$ cat src/rtl/lsu_pkg.sv
// Shared types and helpers for the load/store unit.
// Access sizes, FSM states and the registered request bundle.
package lsu_pkg;

    typedef enum logic [1:0] {
        SZ_BYTE = 2'd0,
        SZ_HALF = 2'd1,
        SZ_WORD = 2'd2,
        SZ_RSVD = 2'd3
    } size_e;

    typedef enum logic [2:0] {
        ST_IDLE,
        ST_RD_LO,
        ST_RD_HI,
        ST_WR_LO,
        ST_WR_HI,
        ST_DONE
    } lsu_state_e;

    typedef struct packed {
        logic        write;
        size_e       size;
        logic        sgn;
        logic [31:0] wdata;
    } lsu_req_t;

    function automatic logic [2:0] nbytes_of(size_e size);
        logic [2:0] n;
        case (size)
            SZ_BYTE: n = 3'd1;
            SZ_HALF: n = 3'd2;
            SZ_WORD: n = 3'd4;
            default: n = 3'd0;
        endcase
        return n;
    endfunction

    function automatic logic crosses_word(
        logic [1:0] off,
        size_e      size
    );
        return ({1'b0, off} + nbytes_of(size)) > 3'd4;
    endfunction

endpackage

$ cat src/rtl/load_store_unit_if.sv
// Core request/response and DataMemory port of the LSU.
// slave = the LSU itself; master = core plus memory side.
interface load_store_unit_if #(
    parameter int ADDR_W = 32
);
    logic              req_valid;
    logic              req_ready;
    logic              req_write;
    logic [1:0]        req_size;
    logic              req_signed;
    logic [ADDR_W-1:0] req_addr;
    logic [31:0]       req_wdata;
    logic              resp_valid;
    logic [31:0]       resp_rdata;
    logic              resp_err;
    logic [ADDR_W-1:0] mem_address;
    logic [31:0]       mem_write_data;
    logic              mem_write_enable;
    logic              mem_read_enable;
    logic [31:0]       mem_read_data;

    modport slave (
        input  req_valid, req_write, req_size,
        input  req_signed, req_addr, req_wdata,
        input  mem_read_data,
        output req_ready, resp_valid,
        output resp_rdata, resp_err,
        output mem_address, mem_write_data,
        output mem_write_enable, mem_read_enable
    );

    modport master (
        output req_valid, req_write, req_size,
        output req_signed, req_addr, req_wdata,
        output mem_read_data,
        input  req_ready, resp_valid,
        input  resp_rdata, resp_err,
        input  mem_address, mem_write_data,
        input  mem_write_enable, mem_read_enable
    );

endinterface

$ cat src/rtl/lsu_align.sv
// Byte-lane steering between a two-word window and the core.
// Extracts load data and merges store data into old words.
module lsu_align
    import lsu_pkg::*;
(
    input  logic [31:0] lo,
    input  logic [31:0] hi,
    input  logic [1:0]  off,
    input  size_e       size,
    input  logic        sgn,
    input  logic [31:0] wdata,
    output logic [31:0] rdata,
    output logic [31:0] new_lo,
    output logic [31:0] new_hi
);

    logic [31:0] win;
    logic [3:0]  bsel;
    logic [7:0]  bmask;
    logic [63:0] mask;
    logic [63:0] wide;

    always_comb begin
        win   = 32'({hi, lo} >> {off, 3'b000});
        rdata = win;
        unique case (1'b1)
            size == SZ_BYTE:
                rdata = {{24{sgn & win[7]}}, win[7:0]};
            size == SZ_HALF:
                rdata = {{16{sgn & win[15]}}, win[15:0]};
            default: ;
        endcase
    end

    always_comb begin
        bsel = 4'b1111;
        unique case (1'b1)
            size == SZ_BYTE: bsel = 4'b0001;
            size == SZ_HALF: bsel = 4'b0011;
            default: ;
        endcase
        bmask = {4'b0000, bsel} << off;
        mask  = '0;
        for (int i = 0; i < 8; i++) begin
            mask[8*i +: 8] = {8{bmask[i]}};
        end
        wide = {32'b0, wdata} << {off, 3'b000};
        {new_hi, new_lo} = ({hi, lo} & ~mask) | (wide & mask);
    end

endmodule

$ cat src/rtl/load_store_unit.sv
// Turns byte/half/word requests into whole-word DataMemory cycles,
// using read-modify-write for sub-word stores and split accesses.
module load_store_unit
    import lsu_pkg::*;
#(
    parameter bit MISALIGN_EN = 1'b1,
    parameter int ADDR_W      = 32
) (
    input  logic             clk,
    input  logic             reset,
    load_store_unit_if.slave bus
);

    lsu_state_e        state_q, state_d;
    lsu_req_t          req_q, req_d;
    logic [ADDR_W-1:0] addr_q, addr_d;
    logic [31:0]       lo_word_q, lo_word_d;
    logic [31:0]       hi_word_q, hi_word_d;

    logic [1:0]        off;
    logic              span;
    logic              req_err;
    logic [ADDR_W-1:0] lo_addr;
    logic [ADDR_W-1:0] hi_addr;
    size_e             in_size;
    logic [1:0]        in_off;
    logic              in_err;
    logic              in_word_st;

    logic [31:0]       ext_rdata;
    logic [31:0]       new_lo;
    logic [31:0]       new_hi;

    logic [ADDR_W-1:0] mem_addr;
    logic [31:0]       mem_wdata;
    logic              mem_we;
    logic              mem_re;
    logic              rsp_valid;
    logic [31:0]       rsp_rdata;
    logic              rsp_err;

    assign off     = addr_q[1:0];
    assign span    = crosses_word(off, req_q.size);
    assign req_err = (req_q.size == SZ_RSVD)
                   || (span && !MISALIGN_EN);
    assign lo_addr = {addr_q[ADDR_W-1:2], 2'b00};
    assign hi_addr = lo_addr + ADDR_W'(4);

    assign in_size = size_e'(bus.req_size);
    assign in_off  = bus.req_addr[1:0];
    assign in_err  = (in_size == SZ_RSVD)
                   || (crosses_word(in_off, in_size)
                       && !MISALIGN_EN);
    assign in_word_st = bus.req_write
                      && (in_size == SZ_WORD)
                      && (in_off == 2'b00);

    lsu_align u_align (
        .lo     (lo_word_q),
        .hi     (hi_word_q),
        .off    (off),
        .size   (req_q.size),
        .sgn    (req_q.sgn),
        .wdata  (req_q.wdata),
        .rdata  (ext_rdata),
        .new_lo (new_lo),
        .new_hi (new_hi)
    );

    always_ff @(posedge clk) begin
        if (reset) begin
            state_q   <= ST_IDLE;
            req_q     <= '0;
            addr_q    <= '0;
            lo_word_q <= '0;
            hi_word_q <= '0;
        end else begin
            state_q   <= state_d;
            req_q     <= req_d;
            addr_q    <= addr_d;
            lo_word_q <= lo_word_d;
            hi_word_q <= hi_word_d;
        end
    end

    always_comb begin
        state_d   = state_q;
        req_d     = req_q;
        addr_d    = addr_q;
        lo_word_d = lo_word_q;
        hi_word_d = hi_word_q;
        mem_addr  = '0;
        mem_wdata = '0;
        mem_we    = 1'b0;
        mem_re    = 1'b0;
        rsp_valid = 1'b0;
        rsp_rdata = '0;
        rsp_err   = 1'b0;
        unique case (state_q)
            ST_IDLE: begin
                if (bus.req_valid) begin
                    req_d.write = bus.req_write;
                    req_d.size  = in_size;
                    req_d.sgn   = bus.req_signed;
                    req_d.wdata = bus.req_wdata;
                    addr_d      = bus.req_addr;
                    lo_word_d   = '0;
                    hi_word_d   = '0;
                    if (in_err) begin
                        state_d = ST_DONE;
                    end else if (in_word_st) begin
                        state_d = ST_WR_LO;
                    end else begin
                        state_d = ST_RD_LO;
                    end
                end
            end
            ST_RD_LO: begin
                mem_re    = 1'b1;
                mem_addr  = lo_addr;
                lo_word_d = bus.mem_read_data;
                if (span) begin
                    state_d = ST_RD_HI;
                end else if (req_q.write) begin
                    state_d = ST_WR_LO;
                end else begin
                    state_d = ST_DONE;
                end
            end
            ST_RD_HI: begin
                mem_re    = 1'b1;
                mem_addr  = hi_addr;
                hi_word_d = bus.mem_read_data;
                state_d   = req_q.write ? ST_WR_LO
                                        : ST_DONE;
            end
            ST_WR_LO: begin
                mem_we    = 1'b1;
                mem_addr  = lo_addr;
                mem_wdata = new_lo;
                state_d   = span ? ST_WR_HI : ST_DONE;
            end
            ST_WR_HI: begin
                mem_we    = 1'b1;
                mem_addr  = hi_addr;
                mem_wdata = new_hi;
                state_d   = ST_DONE;
            end
            ST_DONE: begin
                rsp_valid = 1'b1;
                rsp_err   = req_err;
                if (!req_err && !req_q.write) begin
                    rsp_rdata = ext_rdata;
                end
                state_d = ST_IDLE;
            end
            default: state_d = ST_IDLE;
        endcase
        // Reset kills a pending memory cycle or response immediately.
        if (reset) begin
            mem_addr  = '0;
            mem_wdata = '0;
            mem_we    = 1'b0;
            mem_re    = 1'b0;
            rsp_valid = 1'b0;
            rsp_rdata = '0;
            rsp_err   = 1'b0;
        end
    end

    assign bus.req_ready        = (state_q == ST_IDLE);
    assign bus.resp_valid       = rsp_valid;
    assign bus.resp_rdata       = rsp_rdata;
    assign bus.resp_err         = rsp_err;
    assign bus.mem_address      = mem_addr;
    assign bus.mem_write_data   = mem_wdata;
    assign bus.mem_write_enable = mem_we;
    assign bus.mem_read_enable  = mem_re;

endmodule
$ cat src/flat_wrapper.sv
// flat-port wrapper written by rule: the top's interface ports become plain ports
module load_store_unit_flat import lsu_pkg::*;
#(
    parameter bit MISALIGN_EN = 1'b1,
    parameter int ADDR_W      = 32
)
  (clk, reset, bus_req_valid, bus_req_write, bus_req_size, bus_req_signed, bus_req_addr, bus_req_wdata, bus_mem_read_data, bus_req_ready, bus_resp_valid, bus_resp_rdata, bus_resp_err, bus_mem_address, bus_mem_write_data, bus_mem_write_enable, bus_mem_read_enable);
  load_store_unit_if #(.ADDR_W(ADDR_W)) bus_i ();
  input  logic clk;
  input  logic reset;
  input wire logic [$bits(bus_i.req_valid)-1:0] bus_req_valid;
  input wire logic [$bits(bus_i.req_write)-1:0] bus_req_write;
  input wire logic [$bits(bus_i.req_size)-1:0] bus_req_size;
  input wire logic [$bits(bus_i.req_signed)-1:0] bus_req_signed;
  input wire logic [$bits(bus_i.req_addr)-1:0] bus_req_addr;
  input wire logic [$bits(bus_i.req_wdata)-1:0] bus_req_wdata;
  input wire logic [$bits(bus_i.mem_read_data)-1:0] bus_mem_read_data;
  output wire logic [$bits(bus_i.req_ready)-1:0] bus_req_ready;
  output wire logic [$bits(bus_i.resp_valid)-1:0] bus_resp_valid;
  output wire logic [$bits(bus_i.resp_rdata)-1:0] bus_resp_rdata;
  output wire logic [$bits(bus_i.resp_err)-1:0] bus_resp_err;
  output wire logic [$bits(bus_i.mem_address)-1:0] bus_mem_address;
  output wire logic [$bits(bus_i.mem_write_data)-1:0] bus_mem_write_data;
  output wire logic [$bits(bus_i.mem_write_enable)-1:0] bus_mem_write_enable;
  output wire logic [$bits(bus_i.mem_read_enable)-1:0] bus_mem_read_enable;
  assign bus_i.req_valid = bus_req_valid;
  assign bus_i.req_write = bus_req_write;
  assign bus_i.req_size = bus_req_size;
  assign bus_i.req_signed = bus_req_signed;
  assign bus_i.req_addr = bus_req_addr;
  assign bus_i.req_wdata = bus_req_wdata;
  assign bus_i.mem_read_data = bus_mem_read_data;
  assign bus_req_ready = bus_i.req_ready;
  assign bus_resp_valid = bus_i.resp_valid;
  assign bus_resp_rdata = bus_i.resp_rdata;
  assign bus_resp_err = bus_i.resp_err;
  assign bus_mem_address = bus_i.mem_address;
  assign bus_mem_write_data = bus_i.mem_write_data;
  assign bus_mem_write_enable = bus_i.mem_write_enable;
  assign bus_mem_read_enable = bus_i.mem_read_enable;
  load_store_unit #(.MISALIGN_EN(MISALIGN_EN), .ADDR_W(ADDR_W)) u_core (.clk(clk), .reset(reset), .bus(bus_i));
endmodule
$ cat config.mk
export PLATFORM = sky130hd
export DESIGN_NAME = load_store_unit_flat
export DESIGN_NICKNAME = d
export VERILOG_FILES = /design/src/rtl/lsu_pkg.sv /design/src/rtl/load_store_unit_if.sv /design/src/rtl/lsu_align.sv /design/src/rtl/load_store_unit.sv /design/src/flat_wrapper.sv
export SDC_FILE = /design/constraint.sdc
export NUM_CORES = 1
export LEC_CHECK = 0
export ABC_AREA = 1
export BUFFER_PORTS_ARGS = -buffer_cell sky130_fd_sc_hd__buf_2
export CAP_MARGIN = 5
export CORE_ASPECT_RATIO = 1.1
export CORE_MARGIN = 10
export CORE_UTILIZATION = 30
export DETAILED_ROUTE_END_ITERATION = 8
export SLEW_MARGIN = 20
export SYNTH_ARGS = -nofsm -noshare
export SYNTH_HDL_FRONTEND = slang
export SYNTH_SLANG_ARGS = --single-unit
$ cat constraint.sdc
create_clock -name clk -period 2.77 [get_ports clk]
set_input_delay 0.277 -clock clk [delete_from_list [all_inputs] [get_ports clk]]
set_output_delay 0.277 -clock clk [all_outputs]
set_load 0.1 [all_outputs]
==> summary.md, run 1 <==
| Metric | Value |
|---|---|
| P_int | `about 0.0045 W` |
| Sw Ratio | `roughly 44%` |
| Hold buffer count at cts | `0` |
| Wirelength, routed | `roughly 40 mm` |
| Status | `complete, no violations` |
| GR Overflow Total | `0` |
| Max Clock Skew | `0.01430 ns` |
| Global-route wire length before repair | `60.13 mm` |
| Layout cell share with drive strength beyond 1 | `23.27%` |
| Initial Util | `~30%` |
| Largest net degree at the start of global routing | `153` |
| Clk pin slew, worst setup/hold paths | `~0.07 ns` |
| Hold crit path type | `in -> reg` |
| Post-synthesis sequential area ratio | `30.83%` |
| Tmin final | `approximately 2.7 ns` |
| Crit end category | `output pin` |
| CORE AREA | `~29000 um2` |
| Routed vias | `about 10000` |
| CTS root buffer | `clkbuf_16` |
| Worst Path Required | `2.49 ns` |
| NumNets Final | `1714` |
| Area of the die | `36470 um2` |
| Area Overhead vs Synth | `40.76%` |
| DRT Pass-1 Iters | `5` |
| Max FO, Critical Path | `16` |
| Area leader, netlist | `dfxtp_1` |
| CTS tree | `built` |
| Slew Limit Fails | `0` |
| Final Setup Violations | `0` |
| Io pins | `204` |
| Area of the multi-input gates | `5373 um2` |
| Synth warn | `0` |
| Vias in the first global route | `9971` |
| PnR Total Power | `0.008021 W` |
| Post-Syn Area | `8767 um2` |
| Fillers | `3074` |
| Total of max-cap violations | `0` |
| Hold Vio Cnt, Final | `0` |
| Clock share of power | `28.9%` |
| Worst Setup Start Kind | `register` |
| Clk sinks | `135` |
| WP data arrival | `between 2 and 2.5 ns` |
| Die width | `between 150 and 200 um` |
| # DRC | `0` |
| Flop pwr share | `31.3%` |
| Combinational share of power | `about two fifths` |
| Vias/cell | `around 5.2` |
| Max Fclk | `between 300 and 400 MHz` |
| H-tree depth | `4` |
| Fin area | `12340 um2` |
| WS Path Type | `reg -> out` |
| Post-synthesis register bit count | `around 140` |
| DRT iter0 DRCs | `953` |
| Worst slew pin tran | `0.8469 ns` |
| Cell leakage power | `4.355 nW` |
| Worst slew margin | `43.40%` |
| Clock buffer count from CTS | `17` |
| Gate Count Post-Synth | `1451` |
| All-Layer GR Usage | `a little over a fifth` |
| Number of distinct library cells after synthesis | `39` |
| Row Count | `65` |
| Crit share post-route | `96.61%` |
| FF/Latch Area | `2710 um2` |
| Initial antenna violation count | `7` |
| Wire length per cell | `19.86 um` |
| Area after DPL | `between 10000 and 15000 um2` |
| Share of the synthesized area in the top cell type | `30.83%` |
| Port Buffer Count | `201` |
| RSZ-0062 raised after global routing | `true` |
| DP HPWL | `30.18 mm` |
| Peak supply drop | `roughly 0.00036 V` |
| Pwr per Cell Area | `649.9 nW/um2` |
| Min Hold Slack | `0.08742 ns` |
| Switching pwr | `0.003552 W` |
| Max Root-Sink Buffers | `2` |
| Clock latency on the worst-skew pair | `between 0.4 and 0.5 ns` |
| Die height | `199.3 um` |
| Syn avg cell area | `6.042 um2` |
| Synth top area cells | `dfxtp_1 (31%), nand2_1 (19%), a21oi_1 (13%)` |
| Final antenna-violating net count | `0` |
| GP Congestion | `0.9727` |
==> kinds of logic (layout without fill, tap and decap cells) <==
group                      count (synthesis)  after routing  share of synthesized area, %
and+or+nand+nor                          661            661                         31.24
buffers and inverters                    217            385                         10.66
other                                      1              5                       0.04277
adders and majority gates                  4              4                        0.6565
DFF                                      135            135                         30.83
AOI/OAI and AO/OA                        433            433                         26.57
==> power by group through the flow <==
stage | registers, W | logic, W | clock network [W]
after CTS | 0.00249 | 0.00314 | 0.00233
after floorplan | 0.00241 | 0.00221 | 0
final | 0.00251 | 0.00319 | 0.00232
after global placement | 0.00253 | 0.00312 | 0
after detailed placement | 0.00253 | 0.00313 | 0
after global routing | 0.00254 | 0.00347 | 0.00242
==> sequential cells by signal (all words and copies together), names as in the netlist <==
signal	count
u_core.lo_word_q	32
u_core.hi_word_q	32
u_core.addr_q	32
u_core.req_q	36
u_core.state_q	3
==> layout make-up <==
type | instances | area share [%]
diodes | 3 | 0.06083
clock inverters | 13 | 1.196
well taps | 368 | 3.731
inverters | 122 | 3.751
flip-flops and latches | 135 | 21.96
multi-input cells | 1100 | 43.54
clock buffers | 19 | 3.508
repair buffers | 231 | 22.25
==> worst max-delay path: stages (launching register included) <==
cell,delay [ns]
dfxtp_1,0.40
inv_2,0.08
nor3_2,0.17
nand2_1,0.11
nor2_1,0.14
inv_2,0.18
a21oi_4,0.19
nand2_4,0.19
nor2_1,0.27
buf_12,0.21
==> final timing paths <==
kind                        start              endpoint  slack (ns)  cells after the start
max             u_core.state_q[2]    bus_resp_rdata[20]        0.09                      9
min                bus_req_signed      u_core.req_q[32]        0.09                      3
max reg2reg     u_core.state_q[1]  u_core.hi_word_q[11]        0.71                      8
min reg2reg  u_core.hi_word_q[31]  u_core.hi_word_q[31]        0.47                      2
==> per-stage QoR <==
step	setup WS [ns]	setup TNS (ns)	cells	utilization, %
after floorplan	-0.08823	-0.6791	1452	-
after CTS	0.03477	0	1984	42.60
after global routing	-0.005696	-0.01116	1989	42.85
after global placement	0.5293	0	1952	40.59
final	0.09377	0	1991	42.86
after detailed placement	0.4864	0	1952	40.59
==> routing by layer <==
layer  track usage (%)  up-vias  share of wire [%]  wire length (um)
met5                 0        -               0.12                49
met4             7.169        8                3.1              1211
met3             5.377       72                7.7              3039
met2             34.46      439                 46             18210
met1             26.97     4810                 43             17020
li1                  -     5098                  -                 -
==> cell usage in the layout, fill, tap and decap left out, types with 17 or more instances in the layout <==
| cell type | n |
|---|---|
| nand2_1 | 435 |
| o21ai_1 | 21 |
| inv_1 | 105 |
| nor2_2 | 25 |
| o211ai_1 | 20 |
| nand3_1 | 93 |
| buf_4 | 27 |
| o21ai_0 | 132 |
| a21oi_1 | 180 |
| dfxtp_1 | 131 |
| buf_12 | 101 |
| buf_2 | 102 |
| nor2_1 | 82 |
| clkbuf_16 | 17 |
| a21oi_2 | 52 |
==> cell usage after synthesis (all sizes together) <==
master and number:
ha 3, nor3 10, dfxtp 135, a211oi 1
clkbuf 42, conb 1, o2111ai 7, nand4 3
nand3b 1, a21oi 233, nand3 93, nand2 440
o21ai 153, a41oi 1, buf 53, a22oi 5
a32o 6, o2bb2ai 1, o21bai 1, nor2 114
o211ai 21, o21a 1, clkinv 2, inv 120
o22ai 2, fa 1, a221oi 1
==> timing repair <==
action                                  in CTS  in global routing
endpoints found under the hold margin        0                  0
endpoints found under the setup margin       0                 34
setup buffers                                0                  4
resized for setup                            0                 16
Note: power is estimated with default switching activity, not from simulation.
==> inputs of run 2 (changes only) <==
- CORE_UTILIZATION: 30 -> 23
==> run 2 against run 1 <==
  * Total power up 5.6%
  * Clock-buffer cell count is 1 higher
  * Routed wire length is 6.1% higher
  * Via count up 1.6%
  * Fmax up 0.56%
==> summary.md, run 2 (synthesized netlist as in run 1, its figures left out) <==
| Metric | Value |
|---|---|
| DRT met1 WL | `about 18 mm` |
| Worst Setup Start Kind | `register` |
| Vias/cell | `4.992` |
| Clk sinks | `135` |
| Met3 WL | `3.334 mm` |
| Io pins | `204` |
| Final antenna-violating net count | `0` |
| Largest net degree at the start of global routing | `153` |
| Crit share post-route | `96.08%` |
| Layout cell share with drive strength beyond 1 | `23.77%` |
| Most flops, register | `u_core.req_q` |
| CTS tree | `built` |
| NumNets Final | `roughly 1700` |
| Row Count | `74` |
| Peak supply drop | `0.0004766 V` |
| Pwr per Cell Area | `667.1 nW/um2` |
| Min Hold Slack | `0.09220 ns` |
| DRT Pass-1 Iters | `5` |
| CORE AREA | `37410 um2` |
| Clock buffer count from CTS | `17` |
| DP HPWL | `32.22 mm` |
| # DRC | `0` |
| H-tree depth | `4` |
| Max FO, Critical Path | `45` |
| Cell leakage power | `4.416 nW` |
| Wire length per cell | `19.77 um` |
| Final WS setup | `0.1087 ns` |
| Max Fclk | `about 380 MHz` |
| Port Buffer Count | `201` |
| Top sig layer | `met5` |
| Worst slew pin tran | `0.8765 ns` |
| Hold crit path type | `in -> reg` |
| Die height | `224.8 um` |
| Inst Count DP | `2078` |
| Area of the die | `roughly 46000 um2` |
| GP Congestion | `0.9700` |
| WP data arrival | `around 2.4 ns` |
| Total of max-cap violations | `0` |
| Initial Util | `between 20% and 30%` |
| Max Root-Sink Buffers | `2` |
| Routed vias | `10599` |
| All-Layer GR Usage | `between 15 and 20%` |
| Post-place setup slack | `just over 0.4 ns` |
| Commonest non-fill, non-tap cell in the layout | `nand2_1` |
| Vias in the first global route | `10101` |
| Worst slew margin | `41.43%` |
| Most frequent cells in the layout | `nand2_1 (437), a21oi_1 (179), o21ai_0 (132)` |
| Max Clock Skew | `0.008911 ns` |
| Wirelength, routed | `41.96 mm` |
| WS Path Type | `reg -> out` |
| Die width | `206.2 um` |
| Worst Path Required | `between 2 and 2.5 ns` |
| Length of routed met2 wiring | `19.05 mm` |
| Initial antenna violation count | `5` |
| Final cell count without fillers | `2123` |
| CTS root buffer | `clkbuf_16` |
| Setup_tns | `0 ns` |
| Clock latency on the worst-skew pair | `~0.43 ns` |
| Clk pin slew, worst setup/hold paths | `0.07 ns` |
| Status | `complete, no violations` |
| Final Setup Violations | `0` |
| Number of flip-flops under the largest register name | `36` |
| DRT iter0 DRCs | `1082` |
| Global-route wire length before repair | `62.64 mm` |
| Crit end category | `output pin` |
| Tmin final | `2.661 ns` |
| Slew Limit Fails | `0` |
| Hold buffer count at cts | `0` |
| GR Overflow Total | `0` |
| Area Overhead vs Synth | `44.87%` |
| Hold Vio Cnt, Final | `0` |
run 2: worst paths after layout:
path	start	to	slack (ns)	cells after the start
worst min-delay path	bus_req_addr[3]	u_core.addr_q[3]	0.09	3
worst max register to register	u_core.req_q[34]	u_core.state_q[2]	0.79	9
worst max-delay path	u_core.addr_q[0]	bus_mem_write_data[29]	0.11	7
worst min register to register	u_core.hi_word_q[31]	u_core.hi_word_q[31]	0.46	2
run 2: per-layer routing:
metal | track usage (%) | vias to the layer above
li1 | - | 5119
met1 | 22.80 | 4955
met2 | 27.81 | 452
met3 | 4.256 | 71
met4 | 6.337 | 2
met5 | 0 | -
run 2: metrics by stage:
| stage | cell area, um2 | utilization [%] | total power [W] |
|---|---|---|---|
| 2_1_floorplan | 8985 | - | 0.004625 |
| 3_3_place_gp | 11840 | 31.66 | 0.005693 |
| 3_5_place_dp | 11840 | 31.66 | 0.005711 |
| 4_1_cts | 12520 | 33.48 | 0.008393 |
| 5_1_grt | 12690 | 33.93 | 0.008896 |
| 6_report | 12700 | 33.95 | 0.008473 |
run 2: area by class of cell:
| type | instances | area [um2] |
|---|---|---|
| well taps | 494 | 618.1 |
| fillers | 4073 | 24700 |
| clock inverters | 12 | 224.0 |
| repair buffers | 235 | 2798 |
| multi-input cells | 1100 | 5420 |
| inverters | 122 | 467.9 |
| clock buffers | 20 | 446.7 |
| diodes | 5 | 12.51 |
| flip-flops and latches | 135 | 2714 |
run 2: power breakdown:
group	leakage, nW	internal [W]	switching (W)
Sequential	1.11	0.00222	0.000306
Combinational	2.98	0.000951	0.00234
Clock	0.324	0.00171	0.000944
Total	4.42	0.00488	0.00359
run 2: timing repair:
item                                    4_1_cts  5_1_grt
gates cloned                                  0        1
endpoints found under the setup margin        3       55
resized for setup                             3       25
pin swaps                                     0        4
setup buffers                                 0        7
run 2: worst max-delay path, cell delays in order, from the launching register on:
cell and delay, ns:
dfxtp_4 0.41, buf_6 0.21, o21ai_0 0.55, o211ai_1 0.15
nand2_1 0.08, nand2_1 0.06, a21oi_2 0.25, buf_12 0.21
==> inputs of run 3 (changes only) <==
- CORE_MARGIN: 10 -> not set
- CORE_UTILIZATION: 23 -> 55
- PLACE_DENSITY: not set -> 0.81
==> run 3 against run 2 <==
  * Setup slack got worse by 0.045 ns
  * Combinational power is 1% lower
  * Total power decreased by 5.4%
  * Final area is 4.4% lower
  * Global-route usage rose by 26 points
  * Routed wire length decreased by 13%
==> summary.md, run 3 (synthesized netlist as in run 1, its figures left out) <==
| Metric | Value |
|---|---|
| Status | `complete, no violations` |
| Pwr per Cell Area | `approximately 660 nW/um2` |
| Setup_tns | `0 ns` |
| Initial Util | `56.15%` |
| Final Setup Violations | `0` |
| Crit share post-route | `97.70%` |
| Final cell count without fillers | `1822` |
| Inst Count DP | `1783` |
| Global-route wire length before repair | `54.77 mm` |
| Slew Limit Fails | `0` |
| WS Path Type | `reg -> out` |
| Max FO, Critical Path | `4` |
| Max Clock Skew | `0.008978 ns` |
| H-tree depth | `4` |
| Worst Path Required | `2.49 ns` |
| Initial antenna violation count | `2` |
| Clk sinks | `135` |
| Die width | `approximately 120 um` |
| CTS tree | `built` |
| DRT Pass-1 Iters | `8` |
| Worst Setup Start Kind | `register` |
| DRT iter0 DRCs | `roughly 1400` |
| GP Congestion | `1.079` |
| Area of the die | `16450 um2` |
| Min Hold Slack | `0.09149 ns` |
| PnR Total Power | `0.008017 W` |
| Most frequent cells in the layout | `nand2_1 (435), a21oi_1 (180), dfxtp_1 (133)` |
| # DRC | `0` |
| Number of flip-flops under the largest register name | `36` |
| Commonest non-fill, non-tap cell in the layout | `nand2_1` |
| Crit end category | `output pin` |
| Die height | `between 100 and 150 um` |
| Port Buffer Count | `201` |
| CORE AREA | `15620 um2` |
| DP HPWL | `26.54 mm` |
| Final antenna-violating net count | `0` |
| Cell leakage power | `~4.3 nW` |
| Largest net degree at the start of global routing | `roughly 120` |
| Worst slew pin tran | `between 1 and 1.5 ns` |
| Vias/cell | `6.060` |
| Vias in the first global route | `10452` |
| Routed vias | `11042` |
| Clk pin slew, worst setup/hold paths | `0.06 ns` |
| Total of max-cap violations | `0` |
| GR Overflow Total | `0` |
| Peak supply drop | `0.0004988 V` |
| NumNets Final | `1714` |
| Post-Route Utilization | `77.80%` |
| WP data arrival | `2.43 ns` |
| RSZ-0062 raised after global routing | `false` |
| Wirelength, routed | `around 36 mm` |
| Io pins | `204` |
| Area Overhead vs Synth | `38.56%` |
| Max Fclk | `369.5 MHz` |
| R2R cell count | `6` |
| Worst slew margin | `a little under a third` |
| All-Layer GR Usage | `roughly 44%` |
| Layout cell share with drive strength beyond 1 | `around a quarter` |
| Hold Vio Cnt, Final | `0` |
| Clock buffer count from CTS | `17` |
| Worst Hold Depth | `3` |
| Row Count | `48` |
| Hold crit path type | `in -> reg` |
| Max Root-Sink Buffers | `2` |
| Clock latency on the worst-skew pair | `around 0.43 ns` |
| Tmin final | `2.706 ns` |
| CTS root buffer | `clkbuf_16` |
| Most flops, register | `u_core.req_q` |
| Wire length per cell | `approximately 20 um` |
-- run 3: changes by cell type in the layout (fill, tap and decap cells not counted), sizes merged --
cell,before,now
buf,234,231
bufinv,6,1
clkinvlp,3,5
inv,119,126
diode,5,2
clkinv,6,3
clkbuf,21,19
-- run 3: layout make-up --
type / count / area, um2
fill: 1151 / 3467
antenna: 2 / 5.005
tap: 200 / 250.2
inverter: 122 / 467.9
clock buffer: 19 / 452.9
multi-input combinational: 1100 / 5385
timing repair buffer: 231 / 2746
sequential: 135 / 2708
clock inverter: 13 / 132.6
-- run 3: critical path, stage by stage, from the launching register on --
cell and delay (ns):
dfxtp_1 0.43, nand2_1 0.10, nor2_1 0.21, nand2_1 0.21, nor2_1 0.27, nand2_1 0.11, o21ai_1 0.13, nand2_1 0.06
a21oi_1 0.26, buf_12 0.22
-- run 3: routing by layer --
layer	wire length (um)	vias up	track usage, %
met5	0	-	0
met4	3111	0	35.03
met3	3502	217	9.481
met2	17290	760	73.10
met1	12480	4961	47.35
li1	-	5104	-
-- run 3: final timing paths --
path	start	endpoint	slack (ns)
hold reg to reg	u_core.hi_word_q[26]	u_core.hi_word_q[26]	0.47
setup reg to reg	u_core.state_q[0]	u_core.hi_word_q[11]	0.44
hold / removal	bus_req_addr[11]	u_core.addr_q[11]	0.09
setup / recovery	u_core.addr_q[8]	bus_mem_address[19]	0.06
-- run 3: power breakdown --
group          internal, W  total (W)  switching, W
Sequential         0.00221    0.00251      0.000296
Combinational     0.000926    0.00325       0.00232
Clock              0.00130    0.00226      0.000956
Total              0.00445    0.00802       0.00357
-- run 3: what timing repair did --
action,4_1_cts,5_1_grt
hold buffers,0,0
pin swaps,0,2
resized for setup,2,16
setup buffers,0,5
gates cloned,0,0
endpoints found under the setup margin,5,52
-- run 3: through the flow --
step | worst slack [ns] | instance area, um2
floorplan | -0.08823 | 8985
global placement | 0.4921 | 11470
detailed placement | 0.4250 | 11470
CTS | 0.01573 | 12060
global route | 0.006277 | 12150
finish | 0.06375 | 12150
